File: config.mk
export PLATFORM = sky130hd
export DESIGN_NAME = switch_debouncer
export DESIGN_NICKNAME = d
export VERILOG_FILES = /design/src/rtl/switch_pkg.sv /design/src/rtl/debounce_bit.sv /design/src/rtl/switch_debouncer.sv
export SDC_FILE = /design/constraint.sdc
export NUM_CORES = 1
export LEC_CHECK = 0
export CAP_MARGIN = 30
export CORE_MARGIN = 2
export CORE_UTILIZATION = 60
export CTS_CLUSTER_DIAMETER = 120
export CTS_CLUSTER_SIZE = 16
export DETAILED_ROUTE_END_ITERATION = 10
export HOLD_SLACK_MARGIN = 0.1
export PLACE_DENSITY = 0.79
export SYNTH_ARGS = -nofsm -noshare
export SYNTH_HDL_FRONTEND = slang
export SYNTH_SLANG_ARGS = --single-unit
File: constraint.sdc
create_clock -name clk -period 3.8 [get_ports clk]
set_input_delay 0.57 -clock clk [delete_from_list [all_inputs] [get_ports clk]]
set_output_delay 0.57 -clock clk [all_outputs]
set_load 0.1 [all_outputs]
File: src/rtl/switch_pkg.sv
// Shared constants for the slide-switch debouncer slice.
// Holds the default geometry, the production debounce interval and a short
// interval that keeps simulations fast.
package switch_pkg;

  localparam int SW_WIDTH_DEFAULT    = 4;
  localparam int SYNC_STAGES_DEFAULT = 2;
  localparam int DEBOUNCE_CNT_WIDTH  = 20;

  // 10 ms of stable input at a 100 MHz system clock.
  localparam logic [DEBOUNCE_CNT_WIDTH-1:0] DEBOUNCE_10MS_100MHZ = 20'd1000000;

  // Short debounce interval for simulation builds.
  localparam logic [DEBOUNCE_CNT_WIDTH-1:0] DEBOUNCE_SIM_CYCLES  = 20'd8;

endpackage : switch_pkg

File: src/rtl/debounce_bit.sv
// One switch bit: synchronizer chain followed by a stability counter.
// The counter must see STABLE_CYCLES consecutive samples that differ from the
// current level before the level flips. Any sample that matches the level
// restarts the count. level_next exposes the value level takes at the next
// edge, so the parent can detect changes without an extra pipeline stage.
module debounce_bit
  import switch_pkg::*;
#(
  parameter int                   SYNC_STAGES   = SYNC_STAGES_DEFAULT,  // >= 2
  parameter int                   CNT_WIDTH     = DEBOUNCE_CNT_WIDTH,
  parameter logic [CNT_WIDTH-1:0] STABLE_CYCLES = DEBOUNCE_10MS_100MHZ
) (
  input  logic clk,
  input  logic rst,
  input  logic raw,
  output logic level,
  output logic level_next
);

  logic [SYNC_STAGES-1:0] r_sync;
  logic [CNT_WIDTH-1:0]   r_cnt;
  logic                   r_level;
  logic [CNT_WIDTH-1:0]   w_cnt_next;
  logic                   w_level_next;
  logic                   w_s;

  // Plain shift chain: the first flop is the only one that can go metastable,
  // so nothing may sit between stages.
  always_ff @(posedge clk or posedge rst) begin
    if (rst) begin
      r_sync <= '0;
    end else begin
      r_sync <= {r_sync[SYNC_STAGES-2:0], raw};
    end
  end

  assign w_s = r_sync[SYNC_STAGES-1];

  // Stability counter decision; the counter clears at the terminal count so it never wraps.
  always_comb begin
    w_cnt_next   = r_cnt;
    w_level_next = r_level;
    if (w_s == r_level) begin
      w_cnt_next = '0;
    end else if (r_cnt == STABLE_CYCLES - CNT_WIDTH'(1)) begin
      w_level_next = ~r_level;
      w_cnt_next   = '0;
    end else begin
      w_cnt_next = r_cnt + CNT_WIDTH'(1);
    end
  end

  // Register the counter and the accepted level.
  always_ff @(posedge clk or posedge rst) begin
    if (rst) begin
      r_cnt   <= '0;
      r_level <= 1'b0;
    end else begin
      r_cnt   <= w_cnt_next;
      r_level <= w_level_next;
    end
  end

  assign level      = r_level;
  assign level_next = w_level_next;

endmodule : debounce_bit

File: src/rtl/switch_debouncer.sv
// Switch input conditioner: per-bit synchronize + debounce, then publish
// change events (rise/fall masks plus a snapshot) over valid/ready.
// While an event waits for the consumer, further changes are merged into it.
// Build option: define SWITCH_DEBOUNCER_OVERRUN_EN to add the evt_overrun
// output, which flags that a pending event absorbed more than one change.
module switch_debouncer
  import switch_pkg::*;
#(
  parameter int                   WIDTH         = SW_WIDTH_DEFAULT,
  parameter int                   SYNC_STAGES   = SYNC_STAGES_DEFAULT,
  parameter int                   CNT_WIDTH     = DEBOUNCE_CNT_WIDTH,
  parameter logic [CNT_WIDTH-1:0] STABLE_CYCLES = DEBOUNCE_10MS_100MHZ
) (
  input  logic             clk,
  input  logic             rst,
  input  logic [WIDTH-1:0] sw_in,
  output logic [WIDTH-1:0] sw_out,
  output logic             evt_valid,
  input  logic             evt_ready,
  output logic [WIDTH-1:0] evt_data,
  output logic [WIDTH-1:0] evt_rise,
  output logic [WIDTH-1:0] evt_fall
`ifdef SWITCH_DEBOUNCER_OVERRUN_EN
  ,
  output logic             evt_overrun
`endif
);

  logic [WIDTH-1:0] w_level;
  logic [WIDTH-1:0] w_level_next;
  logic [WIDTH-1:0] w_chg_rise;
  logic [WIDTH-1:0] w_chg_fall;
  logic             w_chg;
  logic             w_accept;
  logic             w_load;
  logic             w_coalesce;

  logic             r_evt_valid;
  logic [WIDTH-1:0] r_evt_data;
  logic [WIDTH-1:0] r_evt_rise;
  logic [WIDTH-1:0] r_evt_fall;

  genvar gi;
  generate
    for (gi = 0; gi < WIDTH; gi++) begin : g_bit
      debounce_bit #(
        .SYNC_STAGES  (SYNC_STAGES),
        .CNT_WIDTH    (CNT_WIDTH),
        .STABLE_CYCLES(STABLE_CYCLES)
      ) u_debounce_bit (
        .clk       (clk),
        .rst       (rst),
        .raw       (sw_in[gi]),
        .level     (w_level[gi]),
        .level_next(w_level_next[gi])
      );
    end
  endgenerate

  assign sw_out = w_level;

  // Change masks look one edge ahead so the event lands together with sw_out.
  assign w_chg_rise = w_level_next & ~w_level;
  assign w_chg_fall = ~w_level_next & w_level;
  assign w_chg      = |(w_chg_rise | w_chg_fall);
  assign w_accept   = r_evt_valid & evt_ready;
  assign w_load     = w_chg & (~r_evt_valid | w_accept);
  assign w_coalesce = w_chg & r_evt_valid & ~w_accept;

  // Event register: fresh load, merge into a pending event, or retire on accept.
  always_ff @(posedge clk or posedge rst) begin
    if (rst) begin
      r_evt_valid <= 1'b0;
      r_evt_data  <= '0;
      r_evt_rise  <= '0;
      r_evt_fall  <= '0;
    end else if (w_load) begin
      r_evt_valid <= 1'b1;
      r_evt_data  <= w_level_next;
      r_evt_rise  <= w_chg_rise;
      r_evt_fall  <= w_chg_fall;
    end else if (w_coalesce) begin
      r_evt_data  <= w_level_next;
      r_evt_rise  <= r_evt_rise | w_chg_rise;
      r_evt_fall  <= r_evt_fall | w_chg_fall;
    end else if (w_accept) begin
      r_evt_valid <= 1'b0;
      r_evt_rise  <= '0;
      r_evt_fall  <= '0;
    end
  end

  assign evt_valid = r_evt_valid;
  assign evt_data  = r_evt_data;
  assign evt_rise  = r_evt_rise;
  assign evt_fall  = r_evt_fall;

`ifdef SWITCH_DEBOUNCER_OVERRUN_EN
  logic r_evt_overrun;

  // Overrun belongs to the pending event: set by a merge, cleared by any accept.
  always_ff @(posedge clk or posedge rst) begin
    if (rst) begin
      r_evt_overrun <= 1'b0;
    end else if (w_coalesce) begin
      r_evt_overrun <= 1'b1;
    end else if (w_accept) begin
      r_evt_overrun <= 1'b0;
    end
  end

  assign evt_overrun = r_evt_overrun;
`endif

endmodule : switch_debouncer

==> implementation parameters <==
Parameter                              Value

Timing
  Worst-case headroom to the max-slew limit ... about a third
  Period Utilization, post-route ... 83.8%
  Post-route setup slack ... a little over 0.6 ns
  Unrepaired setup endpoints after global routing ... false
  Post-route minimum period ... about 3.2 ns
  Total count of hold-check failures in the final report ... 0
  Slew at the pin with the worst max-slew slack ... roughly 0.98 ns
  Highest achievable clock rate ... roughly 310 MHz
  Final sum of negative setup slack ... 0 ns
  Setup violators final ... 0
  Clk_skew ... roughly 0.0098 ns
  Count of final max-slew check failures ... 0

Logic synthesis
  Largest cells by area after synthesis ... dfrtp_1, xor2_1, nor2_1
  Number of distinct standard cells referenced by the synthesized netlist ... 41
  Area share of fa/ha/maj cells after synthesis ... ~3%
  Top flip-flop cell by instance count after synthesis ... dfrtp_1
  Post-Synth Simple-Gate Area ... between 20% and 30%
  Number of synthesized flops with an enable pin ... 0
  Share of the synthesized area in the top cell type ... 51.3%
  Post-synthesis sequential area ratio ... 51.3%
  Compound-gate portion of the synthesized area ... 9.10%
  Largest area contributor in the netlist ... dfrtp_1
  Async S/R FF share, synth ... 100%
  Flop and latch count out of synthesis ... between 100 and 150
  Synthesized instance count ... 514
  Post-Synth XOR/XNOR Area ... about 8.7%
  Main combinational cell family by area after synthesis ... simple AND/OR/NAND/NOR gates
  Nets in the synthesized netlist ... between 500 and 600
  Multiplexer share of the synthesized area ... 0%
  Area of the mapped netlist ... approximately 5000 um2
  Number of warnings reported in the yosys synthesis log ... 0
  Post-Synthesis Mean Instance Area ... about 10 um2

Clock tree
  Clock-pin slew on the worst setup and hold paths ... about 0.09 ns
  Clock tree from TritonCTS ... built
  Hold buffer count at cts ... 0
  Clock tree buffer depth ... 2
  Number of cells upsized or downsized after cts ... 0
  Count of H-tree levels built during CTS ... 3
  Insertion delay to the later sink of the worst-skew pair ... approximately 0.37 ns
  Sinks on the clock net ... between 100 and 150
  Number of buffers inserted to repair setup after CTS ... 0
  Root buffer cell ... clkbuf_8
  Number of clock buffers inserted by TritonCTS ... 9

Finish
  Sequential Area ... between 2000 and 3000 um2
  NumNets Final ... 554
  Area grow syn2layout ... 10.7%
  Count of placed standard cells in the final layout, fillers left out ... roughly 640
  Total area of multi-input combinational cells ... 2330 um2
  Final-layout fill cell count ... between 600 and 700
  Fraction of final layout cells sized beyond drive strength 1 ... around 6.1%
  Diode count ... 0

Pwr
  Pwr dens ... roughly 360 nW/um2
  Cell leakage power ... 0.00234 uW
  Peak supply drop ... 0.199 mV
  Overall power consumption ... 2040 uW

GRT
  Remaining global-route overflow ... 0
  Via count of the first global-routing pass ... 3,642
  Wire length of the first global-routing pass ... roughly 16,000 um
  Largest net degree at the start of global routing ... 56
  Initial antenna violation count ... 0
  All-Layer GR Usage ... a little under a quarter

Floorplanning
  Die Span X ... between 90 and 100 um
  Height of the die ... between 90 and 100 um
  Core Rows ... 33
  I/O pin total ... 24
  Starting Density ... approximately 62%
  Die Outline Area ... 9300 um2
  Core area ... 8260 um2

Place
  Detail Placement HPWL ... a little under 7000 um
  # placed instances ... 629
  Count of port buffers added during placement ... 23
  Gpl congestion ... 0.867
  Setup slack at placement ... 0.625 ns

Run status
  Result of the run ... completed

Routing
  Routed wire length ... roughly 9800 um
  WL per Instance ... about 15 um
  Initial DRC count ... roughly 170
  Vias per cell ... 6.00
  Number of DRC violations after detailed routing ... 0
  Routed via count ... roughly 3,900
  Routed Antenna Nets ... 0
  Number of iterations in the first detailed-routing pass ... 4

Worst setup path
  Capturing element type of the critical path ... flip-flop
  Crit path kind ... flip-flop to flip-flop
  Startpoint type of the worst setup path ... flip-flop
  FF-to-FF Start ... g_bit[1].u_debounce_bit.r_cnt[15]
  WP data arrival ... 3.49 ns
  Worst path required time ... between 4 and 5 ns
  Worst setup path start ... g_bit[1].u_debounce_bit.r_cnt[15]
  Top fanout value on the critical path ... 8

Job
  Max Cap Violations ... 0

Hold path
  Hold WC Path Type ... flip-flop to flip-flop
  Min-Delay Startpoint ... g_bit[2].u_debounce_bit.r_sync[0]
[registers in the layout (all words and copies together), names as in the netlist]
name,count
evt_data,4
evt_fall,4
evt_rise,4
evt_valid,1
g_bit.u_debounce_bit.level,4
g_bit.u_debounce_bit.r_cnt,80
g_bit.u_debounce_bit.r_sync,8
[path summary, 6_finish.rpt]
check / endpoint / slack, ns / cells after the start
min: g_bit[2].u_debounce_bit.r_sync[1] / 0.35 / 0
min reg2reg: g_bit[2].u_debounce_bit.r_sync[1] / 0.35 / 0
max: evt_rise[1] / 0.62 / 8
max reg2reg: evt_rise[1] / 0.62 / 8
min in group asynchronous: g_bit[0].u_debounce_bit.r_cnt[5] / 0.64 / 2
max in group asynchronous: g_bit[1].u_debounce_bit.r_cnt[4] / 2.34 / 3
[synth_stat cells, types with 5 or more instances]
cell      instances
nor4_1            9
and4_1            6
and3_1           12
or4_1            16
o31ai_1          11
nand2_1          27
or3_1            13
xnor2_1          24
dfrtp_1         105
ha_1             12
nand4_1          23
and2_1            7
inv_1            18
buf_4             5
xor2_1           27
clkbuf_1         11
o21ai_0          15
nor2_1           62
a22o_1            8
nand3_1          36
a21oi_1          26
nor3_1            8
[worst max-delay path, stage by stage (launching register included)]
cell and delay [ns]:
dfrtp_1 0.41, or4b_1 0.52, or4_4 0.56, o21ai_0 0.31, o41ai_1 0.17, ha_1 0.32, nand4_1 0.12, o21ai_1 0.50
a22o_1 0.22
[power by group]
| part | total, uW | switching, uW | internal, uW | leakage, uW |
|---|---|---|---|---|
| registers | 1150 | 17.1 | 1130 | 0.00144 |
| clock network | 821 | 369 | 452 | 0.000122 |
| logic | 68.0 | 46.8 | 21.2 | 0.000774 |
[cells by family after synthesis]
group           count (synthesis)
buf+inv                        37
fa+ha+maj                      12
xor+xnor                       51
compound gates                 74
simple gates                  235
flops                         105
[stage by stage]
step                      area [um2]  hold slack, ns  utilization [%]
after floorplan                 5130           0.331                -
after global placement          5440           0.332             65.8
after detailed placement        5440           0.336             65.8
after CTS                       5680           0.357             68.7
after global routing            5680           0.367             68.7
final                           5680           0.355             68.7
[layout make-up]
| type | count | area share, % |
|---|---|---|
| Multi-Input combinational cell | 372 | 41.1 |
| Inverter | 18 | 1.23 |
| Sequential cell | 105 | 46.3 |
| Clock inverter | 5 | 1.83 |
| Timing Repair Buffer | 29 | 4.85 |
| Clock buffer | 10 | 2.42 |
| Tap cell | 105 | 2.31 |
[layout by cell type (no fill, tap or decap), types with 15 or more instances in the layout]
master / instances
dfrtp_1: 105
nor2_1: 62
nand3_1: 36
nand2_1: 27
xor2_1: 27
a21oi_1: 26
xnor2_1: 24
nand4_1: 23
clkdlybuf4s50_1: 23
inv_1: 17
or4_1: 16
o21ai_0: 15
[layer usage]
| metal | routed length, um | vias up | track usage, % |
|---|---|---|---|
| met2 | 4640 | 52 | 37.3 |
| met3 | 245 | 14 | 3.34 |
| met5 | 0 | - | 0 |
| li1 | - | 1884 | - |
| met4 | 167 | 0 | 9.51 |
| met1 | 4750 | 1913 | 30.4 |
No activity file was read; power rests on OpenSTA's default activity.
